**config.mk**
```make
export PLATFORM = sky130hd
export DESIGN_NAME = accel_arbiter
export DESIGN_NICKNAME = d
export VERILOG_FILES = /design/src/rtl/accel_arbiter.sv
export SDC_FILE = /design/constraint.sdc
export NUM_CORES = 1
export LEC_CHECK = 0
export BUFFER_PORTS_ARGS = -buffer_cell sky130_fd_sc_hd__buf_2
export CAP_MARGIN = 25
export CORE_MARGIN = 1
export CORE_UTILIZATION = 41
export DETAILED_ROUTE_END_ITERATION = 8
export PLACE_DENSITY = 0.77
export SLEW_MARGIN = 30
export SYNTH_ARGS = -nofsm -noshare
export SYNTH_HDL_FRONTEND = slang
export SYNTH_SLANG_ARGS = --single-unit
```
**constraint.sdc**
```tcl
create_clock -name clk -period 2.9 [get_ports clk]
set_clock_uncertainty 0.05 [all_clocks]
set_input_delay 0.29 -clock clk [delete_from_list [all_inputs] [get_ports clk]]
set_output_delay 0.29 -clock clk [all_outputs]
set_load 0.02 [all_outputs]
```
**src/rtl/accel_arbiter.sv**
```systemverilog
// Two-requester round-robin arbiter/sequencer for the accelerator register port.
// Define ACCEL_ARB_LOCK_EN to let a requester hold the grant for up to LOCK_MAX accesses.
module accel_arbiter #(
  parameter int DATA_W   = 32,
  parameter int ADDR_W   = 2,
  parameter int LOCK_MAX = 4
) (
  input  logic              clk,
  input  logic              reset,
  input  logic              r0_req,
  input  logic              r0_rd,
  input  logic              r0_wr,
  input  logic [ADDR_W-1:0] r0_addr,
  input  logic [DATA_W-1:0] r0_wdata,
  input  logic              r0_lock,
  output logic              r0_ack,
  output logic [DATA_W-1:0] r0_rdata,
  input  logic              r1_req,
  input  logic              r1_rd,
  input  logic              r1_wr,
  input  logic [ADDR_W-1:0] r1_addr,
  input  logic [DATA_W-1:0] r1_wdata,
  input  logic              r1_lock,
  output logic              r1_ack,
  output logic [DATA_W-1:0] r1_rdata,
  output logic [ADDR_W-1:0] acc_addr,
  output logic              acc_rd_en,
  output logic              acc_wr_en,
  output logic [DATA_W-1:0] acc_writedata,
  input  logic [DATA_W-1:0] acc_readdata,
  output logic              busy
);

  typedef enum logic [1:0] {IDLE = 2'd0, ISSUE = 2'd1, DONE = 2'd2} state_t;

  typedef struct packed {
    logic              rd;
    logic              wr;
    logic              lock;
    logic [ADDR_W-1:0] addr;
    logic [DATA_W-1:0] wdata;
  } cmd_t;

  state_t state, state_nx;
  cmd_t   cmd0, cmd1, cmd_win;
  logic   any_req, sel, latch;
  logic   winner, rr_ptr, rr_ptr_nx;

  logic                   wr_en_nx, rd_en_nx, busy_nx;
  logic [ADDR_W-1:0]      addr_nx;
  logic [DATA_W-1:0]      wdata_nx;
  logic [1:0]             ack_nx;
  logic [1:0][DATA_W-1:0] rdata_nx;

  assign cmd0    = {r0_rd, r0_wr, r0_lock, r0_addr, r0_wdata};
  assign cmd1    = {r1_rd, r1_wr, r1_lock, r1_addr, r1_wdata};
  assign any_req = r0_req | r1_req;
  // rr_ptr only decides a contended arbitration; a lone requester always wins
  assign sel     = (r0_req & r1_req) ? rr_ptr : r1_req;
  assign cmd_win = sel ? cmd1 : cmd0;
  assign latch   = (state == IDLE) & any_req;

  always_ff @(posedge clk or posedge reset) begin
    if (reset) state <= IDLE;
    else       state <= state_nx;
  end

  always_comb begin
    state_nx = state;
    unique case (state)
      IDLE:    if (any_req) state_nx = ISSUE;
      ISSUE:   state_nx = DONE;
      DONE:    state_nx = IDLE;
      default: state_nx = IDLE;
    endcase
  end

  // The acc_* registers double as the latched command; write wins over read
  always_comb begin
    wr_en_nx = latch & cmd_win.wr;
    rd_en_nx = latch & cmd_win.rd & ~cmd_win.wr;
    addr_nx  = latch ? cmd_win.addr  : acc_addr;
    wdata_nx = latch ? cmd_win.wdata : acc_writedata;
    ack_nx   = '0;
    rdata_nx = '0;
    if (state == ISSUE) begin
      ack_nx[winner] = 1'b1;
      if (acc_rd_en) rdata_nx[winner] = acc_readdata;
    end
    busy_nx = (state_nx != IDLE);
  end

  always_ff @(posedge clk or posedge reset) begin
    if (reset) begin
      acc_wr_en     <= 1'b0;
      acc_rd_en     <= 1'b0;
      acc_addr      <= '0;
      acc_writedata <= '0;
      r0_ack        <= 1'b0;
      r1_ack        <= 1'b0;
      r0_rdata      <= '0;
      r1_rdata      <= '0;
      busy          <= 1'b0;
      winner        <= 1'b0;
      rr_ptr        <= 1'b0;
    end else begin
      acc_wr_en     <= wr_en_nx;
      acc_rd_en     <= rd_en_nx;
      acc_addr      <= addr_nx;
      acc_writedata <= wdata_nx;
      r0_ack        <= ack_nx[0];
      r1_ack        <= ack_nx[1];
      r0_rdata      <= rdata_nx[0];
      r1_rdata      <= rdata_nx[1];
      busy          <= busy_nx;
      rr_ptr        <= rr_ptr_nx;
      if (latch) winner <= sel;
    end
  end

`ifdef ACCEL_ARB_LOCK_EN
  localparam int CNT_W = $clog2(LOCK_MAX + 1);

  logic             lock_q;
  logic [CNT_W-1:0] lock_cnt, lock_cnt_nx;

  // A locked winner keeps priority until LOCK_MAX consecutive locked grants
  always_comb begin
    rr_ptr_nx   = rr_ptr;
    lock_cnt_nx = lock_cnt;
    if (state == DONE) begin
      if (!lock_q || lock_cnt == CNT_W'(LOCK_MAX - 1)) begin
        rr_ptr_nx   = ~winner;
        lock_cnt_nx = '0;
      end else begin
        rr_ptr_nx   = winner;
        lock_cnt_nx = lock_cnt + 1'b1;
      end
    end
  end

  always_ff @(posedge clk or posedge reset) begin
    if (reset) begin
      lock_q   <= 1'b0;
      lock_cnt <= '0;
    end else begin
      lock_cnt <= lock_cnt_nx;
      if (latch) lock_q <= cmd_win.lock;
    end
  end
`else
  logic unused_lock;
  assign unused_lock = cmd_win.lock;

  always_comb begin
    rr_ptr_nx = rr_ptr;
    if (state == DONE) rr_ptr_nx = ~winner;
  end
`endif

endmodule
```
==> results of run 1 <==
[Yosys cell counts]
| master | instances |
|---|---|
| dfrtp_1 | 107 |
| nor2_1 | 66 |
| a21oi_1 | 36 |
| nand3_1 | 36 |
| o21ai_0 | 36 |
| a31oi_1 | 34 |
| nand2_1 | 34 |
| buf_2 | 22 |
| clkbuf_1 | 8 |
| inv_1 | 6 |
| buf_6 | 3 |
| nor2b_1 | 2 |
| o21ai_1 | 2 |
| and2b_1 | 1 |
| buf_1 | 1 |
| inv_2 | 1 |
| nand2_2 | 1 |
| nand2b_1 | 1 |
| nand4b_1 | 1 |
| nor2_2 | 1 |
| o31ai_1 | 1 |
| or2_0 | 1 |
[final timing paths]
path                               startpoint                             to  slack [ps]  cells past startpoint
setup / recovery           rr_ptr$_DFFE_PP0N_  acc_writedata[26]$_DFFE_PP0P_        1240                      4
hold / removal               acc_readdata[27]         r0_rdata[27]$_DFF_PP0_         110                      3
setup reg to reg           rr_ptr$_DFFE_PP0N_  acc_writedata[26]$_DFFE_PP0P_        1240                      4
hold reg to reg            winner$_DFFE_PP0P_             rr_ptr$_DFFE_PP0N_         440                      1
max in group asynchronous               reset         r0_rdata[22]$_DFF_PP0_        1460                      4
min in group asynchronous               reset  acc_writedata[24]$_DFFE_PP0P_         530                      3
[where the power goes]
group / switching, mW / leakage, nW / internal (mW)
Sequential: 0.180 / 1.39 / 1.81
Clock: 0.519 / 0.0963 / 0.327
Combinational: 1.19 / 1.30 / 0.542
Total: 1.89 / 2.79 / 2.68
[cell families after synthesis]
family	after synthesis	share of synthesized area (%)
buf+inv	41	5.00
flops	107	65.6
simple gates	144	14.9
compound gates	109	14.5
[registers in the layout (all words and copies together) (netlist names)]
register	count
acc_wr_en	1
r1_ack	1
r0_ack	1
r1_rdata	32
acc_rd_en	1
acc_addr	2
acc_writedata	32
rr_ptr	1
winner	1
state	2
busy	1
r0_rdata	32
[routing by layer]
metal / vias to the layer above / global-route usage (%) / part of all wire [%] / wire length, microns
li1: 1748 / - / - / -
met1: 1753 / 25.2 / 41 / 4430
met2: 207 / 33.6 / 48 / 5180
met3: 14 / 5.18 / 9.1 / 973
met4: 0 / 7.80 / 1.3 / 135
met5: - / 0 / 0 / 0
[worst max-delay path: cells and delay by family, from the launching register on]
kind / cells / cell delay [ps]
AOI/OAI and AO/OA: 2 / 390
and+or+nand+nor: 1 / 370
buffers and inverters: 1 / 340
DFF: 1 / 430
[through the flow]
stage / util (%) / instance area [sq um] / power (mW)
finish: 55.5 / 5400 / 4.57
floorplan: - / 4090 / 3.18
global route: 55.5 / 5400 / 4.86
CTS: 55.5 / 5400 / 4.59
global placement: 53.5 / 5210 / 3.70
detailed placement: 53.5 / 5210 / 3.75
[layout make-up]
class / count / area share [%]
Multi-Input combinational cell: 253 / 22.3
Clock inverter: 7 / 1.04
Sequential cell: 107 / 49.6
Inverter: 7 / 0.556
Tap cell: 133 / 3.08
Clock buffer: 9 / 2.29
Timing Repair Buffer: 220 / 21.1
==> flow_metrics.tcl, run 1 <==
set metrics [dict create \
    place.gp.congestion 0.750 \
    vias_per_cell 5.06 \
    hpwlAfterDp_microns 7390 \
    ys_top_cells_by_area "dfrtp_1 (66%), nor2_1 (6.1%), a31oi_1 (5.2%)" \
    required_ps 3130 \
    register_area_sq_um 2680 \
    slew-limit-headroom_pct 37.7 \
    mostFrequentLayoutCell "buf_2" \
    cp-start-kind "flip-flop" \
    grt_start_max_net_pins 78 \
    worstSetupEndpointType "flip-flop" \
    timing.critical_path.cells "nor2b_2 -> buf_4 -> o21ai_0 -> a31oi_1" \
    place_worst_setup_slack_ps 1070 \
    critical_path_arrival_ps 1890 \
    hold_path.class "input port to flip-flop" \
    most_frequent_cells_in_the_layout "buf_2 (210), dfrtp_1 (107), nor2_1 (66)" \
    relative_area_change_from_synthesis_to_final_layout_pct 32.3 \
    die-width_microns 102 \
    antenna_violations_before_repair 0 \
    ys_seq_area_share_pct 65.6 \
    status "completed" \
    firstDrtPassIters 4 \
    fp.dieArea_sq_um 10400 \
    max_freq_mhz 602 \
    routed_wl_microns 10700 \
    fillerInstances 896 \
    power.static_leakage_nw 2.79 \
    cts_hold_buffers 1 \
    synthesis.area_sq_um 4080 \
    period_minus_slack_ps 1660 \
    hold_violations 0 \
    number_of_top_level_design_ports 213 \
    post-synth-top-area-fraction_pct 65.6 \
    summed_negative_setup_slack_over_all_endpoints_ps 0 \
    gr-total-overflow 0 \
    die_height_microns 102 \
    ys_types 22 \
    routed-via-count 3722 \
    layout.cells.non_filler 736 \
    postSynthAreaPerCell_sq_um 10.2 \
    drive_above_1_share_pct 39.8 \
    synth.net_count 511 \
    avgRoutedWirePerCell_microns 14.6 \
    final.period_utilization_pct 57.2 \
    layout_setup_ws_ps 1240 \
    setup_repair_after_global_routing_missed_its_margin "no" \
    postCtsSetupBuffers 0 \
    synth-seq-cells 107 \
    power_density_nw_per_um2 846 \
    drt_iter0_drc 180 \
    floorplan.rows 36 \
    clock_insertion_delay_worst_skew_ps 350 \
    longest_individual_stage_delay_on_the_worst_path_ps 430 \
    start_util_pct 41.9 \
    gate_count_after_technology_mapping 401 \
    route.antenna.remaining_nets 0 \
    port_buffers 210 \
    clock-root-buffer "clkbuf_8" \
    drc 0 \
    synth_top_area_cell "dfrtp_1" \
    slowest_stage "dfrtp_1" \
    core_area_sq_um 9730 \
    transition_time_at_the_pin_with_the_least_slew_margin_ps 934 \
    cap_violations 0 \
    fin_nets 708 \
    clock-sinks 107 \
    cts-resized-gates 0 \
    cts_buffer_count 9 \
    clk_pin_slew_worst_paths_ps 110 \
    cts_tree "done" \
    first_global_vias 3366 \
    htree_num_levels 3 \
    first_pass_grt_wire_length_microns 16100 \
    yosysWarnings 0 \
    timing.final.setup_violations 0 \
    place.detailed.instances 719 \
    globalRouteTotalUtil_pct 20.2 \
    multi_input_comb_area_sq_um 1200 \
    clock_path_buffers 2 \
    slew_viol_final 0 \
    worst_ir_drop_vdd_v 0.000489 \
    whs_ps 110 \
    n_antenna_cell 0 \
    path_max_fanout 26 \
    criticalPathCategory "flip-flop to flip-flop" \
]
No activity file was read; power rests on OpenSTA's default activity.
==> run 2, diff against run 1 <==
- ABC_AREA: not set -> 1
- PLACE_DENSITY: 0.77 -> 0.75
- clock period: 2.9 -> 1.5 ns (I/O delays scaled with it)
==> run 2 against run 1 <==
- first-iteration DRC count increased by 18%
- global-route usage up 0.41 points
- count of clock-buffer cells in the layout stayed put
- clock power grew 110%
- hold slack worse by 92 ps
- total power rose by 100%
- sequential power rose by 93%
- register-to-register slack got worse by 1100 ps
- routed wire length grew 3.0%
- cell area increased by 13%
- highest routed layer unchanged
==> flow_metrics.tcl, run 2 <==
set metrics [dict create \
    worst_ir_drop_vdd_v 0.00113 \
    minimum_setup_slack_among_reg_to_reg_paths_ps 180 \
    worstSetupEndpointType "flip-flop" \
    slew-limit-headroom_pct 71.4 \
    criticalPathCategory "flip-flop to flip-flop" \
    power_density_nw_per_um2 1500 \
    status "completed" \
    clock_path_buffers 2 \
    worstPathBufferInverterCount 1 \
    met1_usage_pct 25.7 \
    route.antenna.remaining_nets 0 \
    timing.final.setup_violations 0 \
    critical_path_arrival_ps 1530 \
    synth-seq-cells 107 \
    register_area_sq_um 2680 \
    drc 0 \
    port_buffers 210 \
    fp.dieArea_sq_um 11100 \
    setup_repair_after_global_routing_missed_its_margin "no" \
    ys_seq_area_share_pct 61.4 \
    cp_top_family "simple AND/OR/NAND/NOR gates" \
    path_common_cell "nand2_1" \
    clock-sinks 107 \
    synth_most_common_cell "nand2_1" \
    synth.net_count 577 \
    max_freq_mhz 756 \
    firstDrtPassIters 4 \
    clock-root-buffer "clkbuf_8" \
    slowest_stage "dfrtp_1" \
    vias_per_cell 4.60 \
    start_util_pct 42.2 \
    fillerInstances 845 \
    clk_pin_slew_worst_paths_ps 110 \
    synth_ff_type "dfrtp_1" \
    place.gp.congestion 0.802 \
    synth-edff-count 0 \
    ys_top_cells_by_area "dfrtp_1 (61%), nand2_1 (9.3%), nor3_1 (7.3%)" \
    synth-async-reset-ratio_pct 100 \
    timing.hold.worst_endpoint "r0_rdata[4]$_DFF_PP0_" \
    first_pass_grt_wire_length_microns 18100 \
    global_route.usage.met3_pct 3.68 \
    ys_types 19 \
    avgRoutedWirePerCell_microns 13.1 \
    path_max_fanout 37 \
    cts_tree "done" \
    yosysWarnings 0 \
    most_frequent_cells_in_the_layout "buf_2 (210), nand2_1 (107), dfrtp_1 (107)" \
    first_global_vias 3852 \
    gr-total-overflow 0 \
    startpoint_of_the_most_critical_hold_path "acc_readdata[4]" \
    routed-via-count 3895 \
    cp-start-kind "flip-flop" \
    worst_r2r_startpoint "rr_ptr$_DFFE_PP0N_" \
    largestRegisters "acc_writedata x32, r0_rdata x32, r1_rdata x32" \
    gate_count_after_technology_mapping 467 \
    mostFrequentLayoutCell "buf_2" \
    postSynthAreaPerCell_sq_um 9.34 \
    hold_violations 0 \
    cap_violations 0 \
    longest_individual_stage_delay_on_the_worst_path_ps 400 \
    die_height_microns 105 \
    multi_input_comb_area_sq_um 1250 \
    routed_wl_microns 11100 \
    clock_insertion_delay_worst_skew_ps 350 \
    power.static_leakage_nw 3.60 \
    post-synth-top-area-fraction_pct 61.4 \
    n_antenna_cell 0 \
    worst-r2r-cell-count 6 \
    synth_top_area_cell "dfrtp_1" \
    hold_path_depth 3 \
    slew_viol_final 0 \
    ys_top_cells_by_count "nand2_1 (108), dfrtp_1 (107), inv_1 (73)" \
    globalRoute.busiestLayer "met2" \
    drive_above_1_share_pct 35.5 \
    timing.critical_path.cells "inv_1 -> nand2_2 -> nand2_4 -> nand2_1 -> nand2_1 -> nor2_1" \
    synthesis.area_sq_um 4360 \
    hpwlAfterDp_microns 7840 \
    postCtsSetupBuffers 0 \
    globalRouteTotalUtil_pct 20.6 \
    transition_time_at_the_pin_with_the_least_slew_margin_ps 427 \
    floorplan.rows 37 \
    period_minus_slack_ps 1320 \
    hold_path.class "input port to flip-flop" \
    grt_start_max_net_pins 50 \
    final.period_utilization_pct 88.2 \
    cts_buffer_count 9 \
    core_area_sq_um 10300 \
    layout.cells.non_filler 846 \
    required_ps 1710 \
    relative_area_change_from_synthesis_to_final_layout_pct 40.4 \
    grt.met2_usage_pct 36.1 \
    htree_num_levels 3 \
    drt_iter0_drc 212 \
    fin_nets 815 \
    worstReg2RegEnd "acc_rd_en$_DFF_PP0_" \
    summed_negative_setup_slack_over_all_endpoints_ps 0 \
    place.detailed.instances 799 \
    number_of_top_level_design_ports 213 \
    antenna_violations_before_repair 0 \
    die-width_microns 105 \
]
==> run 2: worst max-delay path by stage <==
stage | start | end | slack (ps) | depth (start not counted)
3_5_place_dp | state[1]$_DFF_PP0_ | r0_rdata[22]$_DFF_PP0_ | 130 | 4
5_1_grt | rr_ptr$_DFFE_PP0N_ | acc_rd_en$_DFF_PP0_ | 30 | 6
6_report | rr_ptr$_DFFE_PP0N_ | acc_rd_en$_DFF_PP0_ | 180 | 6
2_1_floorplan | reset | acc_addr[0]$_DFFE_PP0P_ | 10 | 1
3_3_place_gp | state[1]$_DFF_PP0_ | r0_rdata[5]$_DFF_PP0_ | 210 | 4
4_1_cts | state[1]$_DFF_PP0_ | r0_rdata[22]$_DFF_PP0_ | 110 | 4
==> run 2: layout make-up <==
type / count / area share, %
Timing Repair Buffer: 255 / 24.8
Inverter: 77 / 4.82
Clock buffer: 9 / 2.02
Tap cell: 136 / 2.78
Multi-Input combinational cell: 255 / 20.5
Clock inverter: 7 / 1.37
Sequential cell: 107 / 43.7
==> run 2: power by group <==
| part | switching, mW | leakage, nW | internal [mW] |
|---|---|---|---|
| clock network | 1.00 | 0.108 | 0.805 |
| registers | 0.337 | 1.42 | 3.51 |
| logic | 2.35 | 2.08 | 1.21 |
==> run 2: layer usage <==
layer	share of wire (%)	routed length [microns]	vias up
li1	-	-	1930
met1	44	4890	1778
met3	5.8	641	15
met4	1.5	168	0
met2	48	5350	172
met5	0	0	-
==> run 2: kinds of logic (layout without fill, tap and decap cells) <==
logic type / count (synthesis) / count (layout) / share of synthesized area [%]
simple gates: 250 / 250 / 28.1
flops: 107 / 107 / 61.4
buf+inv: 105 / 348 / 9.90
compound gates: 5 / 5 / 0.602
==> run 2: repair_timing <==
item | CTS | global route
hold buffers | 31 | 0
endpoints found under the setup margin | 0 | 2
gates resized for setup | 0 | 1
hold endpoints to repair | 75 | 0
==> run 2: through the flow <==
step           hold WS, ps  setup slack (ps)  util [%]  cell area (sq um)  total power, mW
3_5_place_dp           120               127      54.3               5600             7.41
5_1_grt               3.21              29.9      59.3               6120             9.80
6_report              17.5               177      59.3               6120             9.20
4_1_cts               2.06               106      59.3               6120             9.29
2_1_floorplan          234              12.5         -               4370             6.16
3_3_place_gp           124               207      54.3               5600             7.33
==> run 2: worst register-to-register path, delay by kind of cell, from the launching register on <==
family	cells	cell delay (ps)
DFF	1	400
and+or+nand+nor	5	710
buffers and inverters	1	70
==> run 3, diff against run 2 <==
- ABC_AREA: 1 -> 0
- PLACE_DENSITY: 0.75 -> 0.77
==> run 3 against run 2 <==
- total power up 1.6%
- critical endpoint is now acc_writedata[6]$_DFFE_PP0P_
- combinational power up 7.0%
- cell area up 4.9%
- first-iteration DRC count up 40%
- critical path type is now input port to flip-flop
- non-clock buffer count up 61
- maximum frequency down 8.4%
- largest power group unchanged
- die area down 6.3%
- via count up 13%
- sequential share of layout area down 2.0 points
- setup slack worse by 120 ps
==> flow_metrics.tcl, run 3 (synthesis results as in run 1) <==
set metrics [dict create \
    htree_num_levels 3 \
    worstPathBufferInverterCount 3 \
    place_worst_setup_slack_ps 5.99 \
    start_util_pct 41.9 \
    cp-start-kind "input port" \
    firstDrtPassIters 5 \
    worstSetupEndpointType "flip-flop" \
    required_ps 1690 \
    timing.critical_path.cells "dlygate4sd3_1 -> buf_2 -> or2_1 -> buf_6 -> a21oi_1 -> a31oi_1" \
    n_antenna_cell 0 \
    hold_violations 0 \
    cts_buffer_count 9 \
    port_buffers 210 \
    critical_path_arrival_ps 1630 \
    core_area_sq_um 9730 \
    clock-root-buffer "clkbuf_8" \
    first_global_vias 4281 \
    path_max_fanout 35 \
    die-width_microns 102 \
    clock-sinks 107 \
    layout_setup_ws_ps 55.1 \
    clock_insertion_delay_worst_skew_ps 360 \
    summed_negative_setup_slack_over_all_endpoints_ps 0 \
    hpwlAfterDp_microns 7430 \
    power_density_nw_per_um2 1460 \
    post-route-cell-area_sq_um 6420 \
    slew_viol_final 0 \
    period_minus_slack_ps 1440 \
    routed-via-count 4415 \
    mostFrequentLayoutCell "buf_2" \
    power.static_leakage_nw 3.21 \
    worst_ir_drop_vdd_v 0.000938 \
    most_frequent_cells_in_the_layout "buf_2 (210), dfrtp_1 (107), dlygate4sd3_1 (95)" \
    setup_repair_after_global_routing_missed_its_margin "no" \
    clock_path_buffers 2 \
    startpoint_of_the_most_critical_hold_path "r1_addr[1]" \
    cp_top_family "buffers and inverters" \
    grt_start_max_net_pins 67 \
    vias_per_cell 5.31 \
    fp.dieArea_sq_um 10400 \
    cts_tree "done" \
    gr-total-overflow 0 \
    hold_path_depth 3 \
    worst-r2r-cell-count 4 \
    hold_path.class "input port to flip-flop" \
    avgRoutedWirePerCell_microns 16.7 \
    longest_individual_stage_delay_on_the_worst_path_ps 530 \
    criticalPathCategory "input port to flip-flop" \
    floorplan.rows 36 \
    final.period_utilization_pct 96.3 \
    route.antenna.remaining_nets 0 \
    transition_time_at_the_pin_with_the_least_slew_margin_ps 527 \
    routed_wl_microns 13900 \
    largestRegisters "acc_writedata x32, r0_rdata x32, r1_rdata x32" \
    number_of_top_level_design_ports 213 \
    drt_iter0_drc 297 \
    post_dp_cell_area_sq_um 5270 \
    antenna_violations_before_repair 0 \
    globalRouteTotalUtil_pct 26.8 \
    slew-limit-headroom_pct 64.9 \
    slowest_stage "dlygate4sd3_1" \
    minimum_setup_slack_among_reg_to_reg_paths_ps 100 \
    place.gp.congestion 0.754 \
    max_freq_mhz 692 \
    relative_area_change_from_synthesis_to_final_layout_pct 57.4 \
    worstReg2RegEnd "acc_writedata[26]$_DFFE_PP0P_" \
    fin_nets 804 \
    status "completed" \
    drive_above_1_share_pct 34.6 \
    die_height_microns 102 \
    first_pass_grt_wire_length_microns 21100 \
    cap_violations 0 \
    clk_pin_slew_worst_paths_ps 110 \
    worst_r2r_startpoint "state[1]$_DFF_PP0_" \
    drc 0 \
    timing.hold.worst_endpoint "acc_addr[1]$_DFFE_PP0P_" \
    timing.final.setup_violations 0 \
]
## run 3: cell count changes in the layout (fill, tap and decap cells not counted), sizes merged, moves of 2 or more
cell and change:
nand2 -76, inv -71, dlygate4sd3 +64, nor3 -64
nor2 +63, o21ai +37, nand3b -34, a21oi +33
a31oi +33, buf -3, nor2b +2
## run 3: power breakdown
group / switching (mW) / leakage, nW / internal, mW
clock: 1.00 / 0.0933 / 0.664
sequential: 0.385 / 1.39 / 3.50
combinational: 2.48 / 1.73 / 1.33
## run 3: area by class of cell
cell class / instances / area, sq um
clock buffer: 10 / 138
clock inverter: 6 / 47.5
fill: 707 / 3310
inverter: 7 / 32.5
multi-input combinational: 253 / 1200
sequential: 107 / 2680
tap: 133 / 166
timing repair buffer: 316 / 2160
## run 3: worst max path at each step
stage / from / end / cells after the start
after floorplan: reset / acc_addr[0]$_DFFE_PP0P_ / 1
after global placement: state[1]$_DFF_PP0_ / acc_writedata[17]$_DFFE_PP0P_ / 4
after detailed placement: state[1]$_DFF_PP0_ / acc_writedata[17]$_DFFE_PP0P_ / 4
after CTS: state[1]$_DFF_PP0_ / acc_addr[1]$_DFFE_PP0P_ / 4
after global routing: r1_req / acc_writedata[25]$_DFFE_PP0P_ / 6
final: r1_req / acc_writedata[6]$_DFFE_PP0P_ / 6
## run 3: tightest hold or removal path, delay by kind of cell
kind	cells	cell delay [ps]
buffers and inverters	1	90
AOI/OAI and AO/OA	1	100
and+or+nand+nor	1	70
## run 3: what timing repair did
| action | 4_1_cts | 5_1_grt |
|---|---|---|
| hold buffers | 95 | 0 |
| setup endpoints to repair | 1 | 35 |
| resized for setup | 1 | 4 |
| gates cloned | 0 | 0 |
| endpoints found under the hold margin | 205 | 0 |
| setup buffers | 0 | 0 |
## run 3: per-stage QoR
stage	utilization [%]	hold slack [ps]	power (mW)	cells
3_3_place_gp	54.2	216	7.25	721
6_report	66.0	18.9	9.35	832
3_5_place_dp	54.2	225	7.36	721
2_1_floorplan	-	232	6.14	401
4_1_cts	65.9	1.55	9.21	832
5_1_grt	66.0	14.3	9.83	832
## run 3: metal layers
layer,global-route usage (%),part of all wire (%),vias up
met1,31.9,37,2066
met3,6.90,11,57
met4,13.8,4.0,0
li1,-,-,1944
met2,45.0,48,348
met5,0,0,-
